===== src/rtl/modport_fifo_pkg.sv =====
// Shared defaults and types for the modport_fifo slice.
// Latency: n/a (constants and types only).
// Backpressure: n/a.
package modport_fifo_pkg;
  localparam int DATA_W = 128;
  localparam int DEPTH  = 16;
  localparam int AF_LVL = 12;
  localparam int AE_LVL = 4;
  localparam int PTR_W  = $clog2(DEPTH);
  localparam int CNT_W  = PTR_W + 1;

  typedef logic [DATA_W-1:0] data_t;
endpackage


===== src/rtl/modport_fifo_mem.sv =====
// Storage array for modport_fifo: DEPTH x DATA_W registers, one write port, one async read port.
// Latency: write lands at the clock edge; read data is combinational from raddr.
// Backpressure: none; the owner decides when writes are legal.
// Ports: clk, we/waddr/wdata (write port), raddr/rdata (async read port). Contents are never reset.
module modport_fifo_mem #(
  parameter int DATA_W = modport_fifo_pkg::DATA_W,
  parameter int DEPTH  = modport_fifo_pkg::DEPTH,
  parameter int AW     = $clog2(DEPTH)
) (
  input  logic              clk,
  input  logic              we,
  input  logic [AW-1:0]     waddr,
  input  logic [DATA_W-1:0] wdata,
  input  logic [AW-1:0]     raddr,
  output logic [DATA_W-1:0] rdata
);
  logic [DATA_W-1:0] mem [DEPTH];

  always_ff @(posedge clk) begin
    if (we) begin
      mem[waddr] <= wdata;
    end
  end

  assign rdata = mem[raddr];
endmodule


===== src/rtl/modport_fifo.sv =====
// Single-clock FIFO with full/empty and almost-full/almost-empty watermarks.
// Latency: o_rddata is registered, valid one edge after an accepted read; flags follow count combinationally.
// Backpressure: writes while full are dropped, reads while empty are ignored (o_rddata holds).
// Ports: clk, rstn (async, active-high), i_wren/i_wrdata (write side), i_rden/o_rddata (read side),
//        o_full, o_empty, o_alm_full, o_alm_empty (status).
// Build option MODPORT_FIFO_ERR_FLAGS_EN adds o_ovf/o_udf: one-cycle registered pulses after a
// dropped write or an ignored read.
module modport_fifo #(
  parameter int DATA_W = modport_fifo_pkg::DATA_W,
  parameter int DEPTH  = modport_fifo_pkg::DEPTH,
  parameter int AF_LVL = modport_fifo_pkg::AF_LVL,
  parameter int AE_LVL = modport_fifo_pkg::AE_LVL
) (
  input  logic              clk,
  input  logic              rstn,
  input  logic              i_wren,
  input  logic              i_rden,
  input  logic [DATA_W-1:0] i_wrdata,
  output logic              o_full,
  output logic              o_empty,
  output logic              o_alm_full,
  output logic              o_alm_empty,
  output logic [DATA_W-1:0] o_rddata
`ifdef MODPORT_FIFO_ERR_FLAGS_EN
  ,
  output logic              o_ovf,
  output logic              o_udf
`endif
);
  import modport_fifo_pkg::*;

  localparam int PW = $clog2(DEPTH);
  localparam int CW = PW + 1;

  logic [PW-1:0]     wr_ptr;
  logic [PW-1:0]     rd_ptr;
  logic [CW-1:0]     count;
  logic [DATA_W-1:0] mem_rdata;
  logic              wr_ok;
  logic              rd_ok;

  // A write while full is dropped even when a read frees a slot on the same edge.
  assign wr_ok = i_wren & ~o_full;
  assign rd_ok = i_rden & ~o_empty;

  modport_fifo_mem #(
    .DATA_W (DATA_W),
    .DEPTH  (DEPTH),
    .AW     (PW)
  ) u_mem (
    .clk   (clk),
    .we    (wr_ok),
    .waddr (wr_ptr),
    .wdata (i_wrdata),
    .raddr (rd_ptr),
    .rdata (mem_rdata)
  );

  // DEPTH is a power of two, so the pointers wrap DEPTH-1 -> 0 by natural overflow.
  always_ff @(posedge clk or posedge rstn) begin
    if (rstn) begin
      wr_ptr   <= '0;
      rd_ptr   <= '0;
      count    <= '0;
      o_rddata <= '0;
    end else begin
      if (wr_ok) begin
        wr_ptr <= wr_ptr + PW'(1);
      end
      if (rd_ok) begin
        rd_ptr   <= rd_ptr + PW'(1);
        o_rddata <= mem_rdata;
      end
      case ({wr_ok, rd_ok})
        2'b10:   count <= count + CW'(1);
        2'b01:   count <= count - CW'(1);
        default: count <= count;
      endcase
    end
  end

  assign o_full      = (count == CW'(DEPTH));
  assign o_empty     = (count == '0);
  assign o_alm_full  = (count >= CW'(AF_LVL));
  assign o_alm_empty = (count <= CW'(AE_LVL));

`ifdef MODPORT_FIFO_ERR_FLAGS_EN
  always_ff @(posedge clk or posedge rstn) begin
    if (rstn) begin
      o_ovf <= 1'b0;
      o_udf <= 1'b0;
    end else begin
      o_ovf <= i_wren & o_full;
      o_udf <= i_rden & o_empty;
    end
  end
`endif
endmodule


===== config.mk =====
export PLATFORM = sky130hd
export DESIGN_NAME = modport_fifo
export DESIGN_NICKNAME = d
export VERILOG_FILES = /design/src/rtl/modport_fifo_pkg.sv /design/src/rtl/modport_fifo_mem.sv /design/src/rtl/modport_fifo.sv
export SDC_FILE = /design/constraint.sdc
export NUM_CORES = 2
export LEC_CHECK = 0
export ABC_AREA = 1
export CELL_PAD_IN_SITES_DETAIL_PLACEMENT = 1
export CELL_PAD_IN_SITES_GLOBAL_PLACEMENT = 1
export CORE_UTILIZATION = 25
export CTS_BUF_LIST = sky130_fd_sc_hd__clkbuf_4
export DETAILED_ROUTE_END_ITERATION = 10
export PLACE_DENSITY = 0.51
export SYNTH_ARGS = -nofsm -noshare
export SYNTH_HDL_FRONTEND = slang
export SYNTH_SLANG_ARGS = --single-unit

===== constraint.sdc =====
create_clock -name clk -period 19.3 [get_ports clk]
set_input_delay 3.86 -clock clk [delete_from_list [all_inputs] [get_ports clk]]
set_output_delay 3.86 -clock clk [all_outputs]
set_load 0.005 [all_outputs]

==> Yosys cells after proc, flatten, opt, wreduce, memory -nomap -nowiden <==
Memory sizes are Yosys's and may differ from the RTL's. A register that Yosys moved wholly into a read port is not among the register bits.
Index checks and enable logic that the tools add are counted.
Widths: inputs -> output; s select.
{ "totals": {"ff_bits": 13, "ram_bits": 2048, "input_bits": 132, "out_inout_bits": 132, "wordCells": 22, "memories": 1} }
{ "classes": {"n_addsub": 4, "n_lt_le_gt_ge": 2, "n_eq_ne": 3, "muxes": 3, "n_bitwise": 4, "n_reduce_logical": 2} }
{ "memory_table": {"columns": ["memory", "depth", "width", "rd", "rd_ports_with_merged_regs", "wr", "line_no", "text"], "rows": [
  ["u_mem.mem", 16, 128, 1, 1, 1, "modport_fifo_mem.sv:17", "logic [DATA_W-1:0] mem [DEPTH];"]
]} }
{ "ops": {"columns": ["cell", "n"], "rows": [
  ["$pmux 5 s2", 1],
  ["$add 4x1->4 const B", 2],
  ["$add 5x1->5 const B", 1],
  ["$eq 5x5->1 const B", 1],
  ["$ge 5x4->1 const B", 1],
  ["$le 5x3->1 const B", 1],
  ["$logic_not 5->1", 1],
  ["$sub 5x1->5 const B", 1],
  ["$and 1x1->1", 2],
  ["$eq 2x1->1 const B", 1],
  ["$eq 2x2->1 const B", 1],
  ["$mux 1", 2],
  ["$not 1->1", 2],
  ["$reduce_bool 2->1", 1]
]} }

==> Logic depth before layout (Yosys ltp) <==
{ "depth": {"ltp_word": 5, "depth_mapped": 14, "ltp_nobuf": 12} }

==> Cells and area by module <==
Synthesis repeated with hierarchy kept, for this count alone.
{ "unflattened": {"hier_cells": 8319, "hier_area_um2": 90947.2} }
{ "modules_own_cells": {"columns": ["mod", "n_inst", "cells_each", "area_each_um2"], "rows": [
  ["modport_fifo_mem", 1, 7658, 85117.9],
  ["modport_fifo", 1, 661, 5829.3]
]} }

==> Worst setup path before layout <==
No wires, ideal clock.
{ "synth_timing": {"path_type": "input to register", "start": "input port i_wren", "end": "memory u_mem.mem[0][0], enable pin", "setup_ns": 0.617, "arrival_ns": 9.535, "required_ns": 18.683, "setup_slack_ns": 9.148, "cell_stages": 4, "path_cell_list": "nand2_1 -> inv_1 -> nand2_1 -> nor2_1"} }
{ "synth_between": {"elab_chain_cells": 3} }
{ "synth_lines": {"columns": ["item", "line_no", "text"], "rows": [
  ["from (decl)", "modport_fifo.sv:16", "input logic i_wren,"],
  ["$and 1x1->1", "modport_fifo.sv:43", "assign wr_ok = i_wren & ~o_full;"],
  ["$mux 1", "modport_fifo_mem.sv:20", "if (we) begin"],
  ["$mux 1 (implied by the code)", "modport_fifo_mem.sv:21", "mem[waddr] <= wdata;"],
  ["to (decl)", "modport_fifo_mem.sv:17", null]
]} }
No other way between the ends.

==> Final worst setup path <==
{ "layout_timing": {"start": "register count[0]", "end": "output port o_empty"} }
{ "layout_between": {"elab_chain_cells": 1} }
{ "layout_lines": {"columns": ["item", "line_no", "text"], "rows": [
  ["from (decl)", "modport_fifo.sv:37", "logic [CW-1:0] count;"],
  ["from (signal assigned)", "modport_fifo.sv:75", "2'b10: count <= count + CW'(1);"],
  ["from (signal assigned)", "modport_fifo.sv:76", "2'b01: count <= count - CW'(1);"],
  ["from (signal assigned)", "modport_fifo.sv:77", "default: count <= count;"],
  ["$logic_not 5->1", "modport_fifo.sv:83", "assign o_empty = (count == '0);"],
  ["to (decl)", "modport_fifo.sv:20", "output logic o_empty,"]
]} }
No other way between the ends.

==> summary.txt <==
Register area -> 65000 um^2
Seq/Total Area, Yosys -> 75.4%
Hold Vio Cnt, Final -> 0
Top-count cell post-synth -> nand2_1
Initial antenna violation count -> 58
Hold EP -> o_rddata[46]$_DFFE_PP0P_
Postcts setup bufs -> 0
Hpwl dp -> 156 mm
Number of flops mapped to enable cells by yosys -> 2048
HP Start -> o_rddata[46]$_DFFE_PP0P_
WP data required -> 15.44 ns
Unrepaired setup endpoints after global routing -> no
Ys async rst share -> 6.44%
Slew @ Worst Pin -> 1.23 ns
Vias per inst -> 4.61
Post-synth top cells -> nand2_1, edfxtp_1, nand3_1, buf_2, dfrtp_1
Hold_ws -> 0.483 ns
# fillers -> 38200
Netlist cell types -> 24
Comb power frac -> 32.1%
Kind of critical path -> flop to primary output
Final TNS setup -> 0 ns
Grt ovf -> 0
Cts repair resizes -> 0
RR Endpoint -> o_rddata[59]$_DFFE_PP0P_
WL final -> 297 mm
Hold depth -> 2
Synth top area share -> 71.3%
CTS tree -> yes
Status -> completed
CTS Buffer Depth -> 4
DIE HEIGHT -> 589 um
PortBufs -> 263
Final worst-path cycle share -> 37.6%
Pleak -> 36.9 nW
RePlAce Congestion -> 0.736
Skew final -> 0.151 ns
Core Rows -> 215
Worst setup SP type -> flop
Finished Layout Cells -> 12700
First-pass GRT wire length -> 431 mm
Post-Synthesis Cells -> 7098
DRT iter0 DRCs -> 3946
DR vias -> 58500
Synthesized flop and latch total -> 2189
Area occupied by multi-input gates -> 19100 um^2
CTS Buf Count -> 605
Crit Path Max Fanout -> 4
Final count of pins violating max slew -> 0
Flop pwr share -> 39.4%
Worst setup EP type -> primary output
Overall routing resource usage -> 16.7%
Clock Latency Late Sink -> 1.50 ns
Syn avg cell area -> 12.2 um^2
Synth Cell Area -> 86300 um^2
Reg clk slew, reported paths -> 0.07 ns
Clock Power Share -> 28.5%
IO Count -> 264
Width of the die -> 589 um
Mapped Nets -> 7240
Placed Instances -> 11600
Pwr dens -> 153 nW/um^2
DR pass1 iterations -> 5
CP arrival -> 3.40 ns
Synth Flop Type -> edfxtp_1
Area of the die -> 347000 um^2
Yosys Warn Count -> 0
CTS Root Cell -> clkbuf_4
Largest net degree at the start of global routing -> 244
Min Clock Period, post-route -> 7.26 ns
FF-to-FF path depth -> 10
Core area -> 343000 um^2
Max Clock Freq -> 138 MHz
Hold buffers post-CTS -> 0
Post-route ant nets -> 0
Vias in the first global route -> 61300
CTS Sinks -> 2189
Final Net Count -> 7768
Dominant cells by area after synthesis -> edfxtp_1, nand2_1, nand3_1
Peak supply drop -> 0.000151 V
Sw Share -> 38.8%
Int Power -> 9.53 mW
CTS H-tree lvls -> 6
Starting Density -> 25.1%
Layout cell share with drive strength beyond 1 -> 14.1%
Reg-to-Reg Start -> rd_ptr[0]$_DFFE_PP0P_
Setup violators final -> 0
Slew HR -> 17.9%
R2r setup slk -> 14.02 ns
Worst min-delay path category -> flop to flop
Dominant cell type by area after synthesis -> edfxtp_1
Area growth syn-to-layout -> 17.8%
Max Cap Violations -> 0
WL per Instance -> 23.4 um
DRC Markers -> 0
Switch Pwr -> 6.04 mW
[metrics by stage]
stage | worst slack, ns | area [um^2] | util, % | power, mW
floorplan | 9.15 | 86300 | - | 9.11
global placement | 11.09 | 93400 | 27.2 | 11.3
detailed placement | 11.07 | 93400 | 27.2 | 11.3
CTS | 11.79 | 102000 | 29.6 | 15.9
global route | 11.80 | 102000 | 29.6 | 16.5
finish | 12.04 | 102000 | 29.6 | 15.6
[layout make-up]
cell class	instances	share of cell area [%]
Tap cell	4557	5.61
Timing Repair Buffer	363	3.42
Inverter	22	0.137
Clock inverter	129	0.868
Antenna cell	25	0.0616
Sequential cell	2189	64.0
Clock buffer	962	7.11
Multi-Input combinational cell	4445	18.8
[worst max path at each step]
stage / from / to
floorplan: i_wren / u_mem.mem[0][0]$_DFFE_PP_
global placement: i_wren / u_mem.mem[14][61]$_DFFE_PP_
detailed placement: i_wren / u_mem.mem[14][125]$_DFFE_PP_
CTS: count[0]$_DFFE_PP0P_ / o_empty
global route: count[0]$_DFFE_PP0P_ / o_empty
finish: count[0]$_DFFE_PP0P_ / o_empty
[registers in the layout (all words and copies together) (netlist names)]
| signal | cells |
|---|---|
| rd_ptr | 4 |
| wr_ptr | 4 |
| count | 5 |
| u_mem.mem | 2048 |
| o_rddata | 128 |
[layout by cell type (no fill, tap or decap), drive strengths merged, types with 5 or more instances in the layout]
cell type         n
xor2              7
o21ai             5
nand2          2704
nand3          1596
clkdlybuf4s50   263
dfrtp           141
nor2             21
clkinvlp         13
diode            25
clkbuf          962
ha                9
a21oi            95
bufinv           10
clkinv           86
buf             100
inv              42
edfxtp         2048
[metal layers]
layer	track usage, %	share of wire, %	vias up	wire [um]
met5	0	0.057	-	169
met2	27.8	48	1363	142000
met3	3.08	4.6	456	13500
li1	-	-	26400	-
met4	4.55	2.1	28	6290
met1	22.3	45	30200	135000
[critical path, cell delays in order, from the launching register on]
cell and delay (ns):
dfrtp_1 0.44, nor2_1 0.22, nand4_1 0.51, inv_1 0.17, clkdlybuf4s50_1 0.55
[power by group through the flow]
stage               combinational [mW]  sequential [mW]  clock, mW
finish                            5.00             6.13       4.44
global route                      5.53             6.17       4.83
CTS                               5.13             6.15       4.60
detailed placement                5.11             6.24          0
global placement                  5.07             6.23          0
floorplan                         3.02             6.08          0
[kinds of logic (layout without fill, tap and decap cells)]
logic type      after synthesis  in the layout  synth area share, %
simple gates               4324           4324                 21.1
flops                      2189           2189                 75.4
buf+inv                     464           1476                 2.66
compound gates              102            102                0.597
fa+ha+maj                    10             10                0.154
xor+xnor                      9              9               0.0914
other cells                   0             25                    0
Power figures use the tool's default switching activity.
